### config.mk
export PLATFORM = sky130hd
export DESIGN_NAME = bin_to_display_fmt
export DESIGN_NICKNAME = d
export VERILOG_FILES = /design/src/rtl/bin_to_display_fmt.sv
export SDC_FILE = /design/constraint.sdc
export NUM_CORES = 1
export LEC_CHECK = 0
export ABC_AREA = 0
export ABC_CLOCK_PERIOD_IN_PS = 2600
export BUFFER_PORTS_ARGS = -buffer_cell sky130_fd_sc_hd__buf_2
export CAP_MARGIN = 20
export CORE_MARGIN = 4
export CORE_UTILIZATION = 52
export CTS_CLUSTER_SIZE = 25
export DETAILED_ROUTE_END_ITERATION = 6
export PLACE_DENSITY = 0.87
export SLEW_MARGIN = 20
export SYNTH_ARGS = -nofsm -noshare
export SYNTH_HDL_FRONTEND = slang
export SYNTH_SLANG_ARGS = --single-unit
### constraint.sdc
create_clock -name clock -period 2.6 [get_ports clock]
set_input_delay 0.13 -clock clock [delete_from_list [all_inputs] [get_ports clock]]
set_output_delay 0.13 -clock clock [all_outputs]
set_load 0.1 [all_outputs]
### src/rtl/bin_to_display_fmt.sv
// Sequential binary-to-BCD formatter (double-dabble, one bit per clock)
// feeding the 7-segment decoder; shows "Erro" on overflow or error flag.
module bin_to_display_fmt #(
    parameter int DIGITS   = 8,
    parameter int WIDTH    = 27,
    parameter bit LZ_BLANK = 1'b0
) (
    input  logic                   clock,
    input  logic                   reset,
    input  logic                   start,
    input  logic [WIDTH-1:0]       value,
    input  logic                   error_in,
    output logic                   busy,
    output logic                   done,
    output logic [DIGITS-1:0][3:0] displays
);

    localparam int BW = 4 * DIGITS;
    localparam int CW = $clog2(WIDTH + 1);
    localparam logic [63:0] MAX_VAL = 64'(10) ** DIGITS - 64'd1;

    localparam logic [3:0] C_E     = 4'b1111;
    localparam logic [3:0] C_R     = 4'b1110;
    localparam logic [3:0] C_O     = 4'b1101;
    localparam logic [3:0] C_BLANK = 4'b1010;

    typedef enum logic {
        IDLE,
        CONVERT
    } state_t;

    state_t state, state_next;

    logic [WIDTH-1:0]       shift_q;
    logic [BW-1:0]          bcd_q;
    logic [CW-1:0]          cnt_q;

    logic [BW-1:0]          adj;
    logic [BW+WIDTH-1:0]    work_next;
    logic [BW-1:0]          bcd_next;
    logic [WIDTH-1:0]       shift_next;
    logic [DIGITS-1:0][3:0] fmt;
    logic [DIGITS-1:0][3:0] err_pat;
    logic                   err_path;
    logic                   last;
    logic                   seen;

    assign err_path = error_in || (64'(value) > MAX_VAL);
    assign last     = (cnt_q == CW'(1));
    assign busy     = (state == CONVERT);

    always_comb begin
        adj = '0;
        for (int d = 0; d < DIGITS; d++) begin
            adj[4*d +: 4] = (bcd_q[4*d +: 4] >= 4'd5) ?
                            bcd_q[4*d +: 4] + 4'd3 : bcd_q[4*d +: 4];
        end
        work_next  = {adj, shift_q} << 1;
        bcd_next   = work_next[BW+WIDTH-1:WIDTH];
        shift_next = work_next[WIDTH-1:0];
    end

    // Digits above the most significant nonzero one blank; digit 0 never does.
    always_comb begin
        fmt  = '0;
        seen = 1'b0;
        for (int i = DIGITS - 1; i >= 0; i--) begin
            if (bcd_next[4*i +: 4] != 4'd0) seen = 1'b1;
            if (LZ_BLANK && !seen && i != 0) fmt[i] = C_BLANK;
            else                             fmt[i] = bcd_next[4*i +: 4];
        end
    end

    always_comb begin
        err_pat = '0;
        for (int i = 0; i < DIGITS; i++) err_pat[i] = C_BLANK;
        err_pat[3] = C_E;
        err_pat[2] = C_R;
        err_pat[1] = C_R;
        err_pat[0] = C_O;
    end

    always_comb begin
        state_next = state;
        unique case (state)
            IDLE:    if (start && !err_path) state_next = CONVERT;
            CONVERT: if (last) state_next = IDLE;
            default: state_next = IDLE;
        endcase
    end

    always_ff @(posedge clock or posedge reset) begin
        if (reset) state <= IDLE;
        else       state <= state_next;
    end

    always_ff @(posedge clock or posedge reset) begin
        if (reset) begin
            shift_q  <= '0;
            bcd_q    <= '0;
            cnt_q    <= '0;
            done     <= 1'b0;
            displays <= '0;
        end else begin
            done <= 1'b0;
            if (state == IDLE) begin
                if (start && err_path) begin
                    displays <= err_pat;
                    done     <= 1'b1;
                end else if (start) begin
                    shift_q <= value;
                    bcd_q   <= '0;
                    cnt_q   <= CW'(WIDTH);
                end
            end else begin
                shift_q <= shift_next;
                bcd_q   <= bcd_next;
                cnt_q   <= cnt_q - CW'(1);
                if (last) begin
                    displays <= fmt;
                    done     <= 1'b1;
                end
            end
        end
    end

endmodule

Word level (Yosys, flattened, before mapping). Index checks and enable logic that the tools add are counted.

Bitwise operators: 1. Reductions and logical operators: 8. $add $sub $neg: 9. Equal/unequal tests: 3. $lt $le $gt $ge: 9. Mux-type cells: 26.

Operator list (count): $mux W32 (6); $mux W27 (3); $ge A4 B3 Y1 const B (8); $add A4 B2 Y4 const B (7); $mux W4 (7); $gt A27 B27 Y1 const B (1); $mux W5 (3); $eq A5 B1 Y1 const B (1); $mux W1 (5); $sub A5 B1 Y5 const B (1); $reduce_and A2 Y1 (2); $reduce_bool A2 Y1 (2); $add A3 B2 Y3 const B (1); $mux W3 (1); $logic_and A1 B1 Y1 (2); $ne A2 B1 Y1 const B (1); $ne A2 B2 Y1 const B (1); $pmux W1 S2 (1); $logic_not A1 Y1 (1); $logic_or A1 B1 Y1 (1); $not A1 Y1 (1).

Register bits: 98. Output and inout bits: 34. Input port bits: 31. Word-level logic and storage cells: 69.

Logic depth before layout (Yosys ltp).
Word-level depth: 6. Gate-level depth with buffers: 8. Depth with buffers taken out: 7.

Least setup slack after synthesis. OpenSTA, ideal clock, no wires.

Path type: reg2reg. Start point: register state (netlist: busy). End point: register displays[31] (netlist bit). Data arrival time: 2.177 ns. Required time: 2.457 ns. Slack: 0.281 ns. Cell stages (with the launch flop): 8. Path buffers: 3. Clock period less this slack: 2.319 ns. Setup time: 0.143 ns. Cell sequence: dfrtp_1 > buf_2 > nand3_1 > or2_2 > clkbuf_1 > clkbuf_1 > a211oi_1 > o21ai_0.

Longest elaborated chain between the ends: 2. Elaborated cells on any way between the ends: 4. Those cells by class: 1 x eq/ne; 1 x mux; 2 x reduce/logical.

Ends and longest elaborated chain: start, declared (RTL line 32) `state_t state, state_next;`; start signal, assigned (RTL line 94) `else state <= state_next;`; $ne A2 B1 Y1 (no line) / $reduce_bool A2 Y1 (equally long branches); $reduce_and A2 Y1 (no line); end signal, assigned (RTL line 108) `displays <= err_pat;`; end signal, assigned (RTL line 120) `displays <= fmt;`; end, declared (RTL line 15) `output logic [DIGITS-1:0][3:0] displays`.

Several ways; a longest one is shown, not always the timed one. A chain may end at the register's enable or synchronous reset.

Final worst setup path.
Start point: register state (netlist: busy). End point: output busy.

RTL lines: end, declared (RTL line 13) `output logic busy,`.

No word-level cell between the ends.

==> metrics.txt <==
vias in the first global route=3995; starting density of the core=0.538; largest net degree at the start of global routing=57; Most used DFF post-synth=dfrtp_1; CTS root buffer=clkbuf_8; initial antenna violation count=0; DR vias/cell=5.59; CTS Buffer Depth=2; xor/xnor share of the synthesized area=0.0157; Worst Hold Class=input port to register; crit path time final=1.98 ns; Skew-Pair Late Insertion Delay=~0.36 ns; arrival time at the worst endpoint=approximately 1.9 ns; synth cell count leaders=dfrtp_1 (98), nand2_1 (92), a21oi_1 (67); worst slew pin tran=0.510 ns; Std-Cell Rows=35; Final Hold Vio Count=0; Post-DP HPWL=7.79 mm; Synth Area in Compound Gates=0.173; grt ovf=0; Synth Instances=524; Routability Congestion=about 0.9; Core Area=0.00933 mm2; Syn Nets=573; WS Path Type=register to output pin; post-synthesis simple-gate area fraction=0.159; Synth cell types=44; Slew headroom=0.660; async set-reset flop share out of synthesis=1.00; Max Cap Violations=0; via count=3990; outcome=finished clean; top-area cell type share of the netlist area=0.489; CTS tree=yes; Synth Warn #=0; clock sinks=98; most frequent cell after synthesis=dfrtp_1; final worst-path cycle share=0.763; Post-synth EDFFs=0; first-pass detailed-route iteration total=5; Post-Syn Area=approximately 0.005 mm2; area leader, netlist=dfrtp_1; number of I/O port buffers=between 60 and 70; main combinational cell family by area after synthesis=compound AO/OA/AOI/OAI gates; sequential share of the synthesized area=0.489; Final nets=630; WL/cell=15.3 um; # setup viols final=0; synth-to-layout area growth=13.1%; Slew Viols, Final=0; Final ANT Viol Nets=0; htree depth=3; setup TNS=0 ns; f_max=504 MHz; die footprint=about 0.011 mm2; Avg Inst Size Synth=9.57 um2; clk_skew=0.0120 ns; element type at the critical path end=output pin; Die Ht=106 um; Post-Synth Adder-Cell Area=0.0449; die span in x=106 um; Post-DP Area=0.00546 mm2; Seq cells post-synth=98; FILL cells=between 700 and 800; Detailed Route Iter0 Violations=261; CTS Buf Count=9; antenna fix cells=0; worst-path maximum fanout=43; Reg clk slew, reported paths=about 0.090 ns; startpoint types=register; postcts setup bufs=0; total wire length=about 11 mm; Worst EP required=2.47 ns; first-pass GRT wire length=between 15 and 20 mm; # IOs=65; gr usage total=0.207; design area=0.00567 mm2; RSZ-0062 raised after global routing=false; synth top area cells=dfrtp_1 (49%), nand2_1 (6.9%), a21oi_1 (6.7%), mux2i_1 (5.2%), ha_1 (4.5%); Remaining DRCs=0; post-synthesis mux area share=0.0698; share of cells above drive strength 1=0.181
metrics by stage:
stage	worst slack, ns	util	std cells	hold slack (ns)
floorplan	0.281	-	524	0.261
global placement	0.891	0.586	698	0.164
detailed placement	0.812	0.586	698	0.172
CTS	0.591	0.608	714	0.00167
global route	0.516	0.608	714	0.0195
finish	0.617	0.608	714	0.0211
repair_timing:
action / CTS / global route
hold buffers: 1 / 0
resized for setup: 0 / 0
hold endpoints to repair: 17 / 0
cell usage in the layout (no fill, tap or decap), types with 13 or more instances in the layout:
cell type	instances
a21oi_1	67
buf_2	64
dfrtp_1	97
ha_1	18
inv_1	25
mux2i_1	26
nand2_1	92
nor2_1	19
nor2b_1	14
nor3b_1	16
o211ai_1	16
o21ai_0	13
state kept, by name, summed over array words and instances (netlist names):
name	flops
bcd_q	32
displays	32
shift_q	27
cnt_q	5
busy	1
done	1
final cells by class:
type | instances | area [um2] | share of cell area
Clock buffer | 9 | 124 | 0.0218
Sequential cell | 98 | 2460 | 0.433
Inverter | 27 | 105 | 0.0185
Timing Repair Buffer | 76 | 425 | 0.0750
Clock inverter | 6 | 73.8 | 0.0130
Tap cell | 129 | 161 | 0.0285
Multi-Input combinational cell | 369 | 2330 | 0.410
critical path, stage by stage, from the launching register on:
cell and delay [ns]:
dfrtp_4 0.55, buf_4 0.43, buf_2 0.51
final timing paths:
kind                                from     endpoint  slack (ns)  depth (start not counted)
worst max-delay path                busy         busy        0.62                          2
worst min-delay path            value[0]   shift_q[0]        0.02                          3
worst max register to register  bcd_q[1]  displays[2]        0.79                          6
worst min register to register  cnt_q[3]     cnt_q[3]        0.50                          1
max in group asynchronous          reset  shift_q[17]        1.61                          4
min in group asynchronous          reset   shift_q[9]        0.32                          3
per-layer routing:
metal	routed length (um)	vias up	GRT usage
li1	-	1923	-
met1	4690	1914	0.276
met2	5350	141	0.346
met3	785	12	0.0425
met4	81	0	0.0546
met5	0	-	0
kinds of logic after synthesis:
kind of cell	Yosys count
AND/OR/NAND/NOR	170
AO/OA/AOI/OAI	138
flip-flops	98
buffers and inverters	57
multiplexers	34
adder cells (fa/ha/maj)	18
XOR/XNOR	9
Power is not shown: default switching activity piles up to over one toggle a cycle in this logic, so the estimate is an artifact.
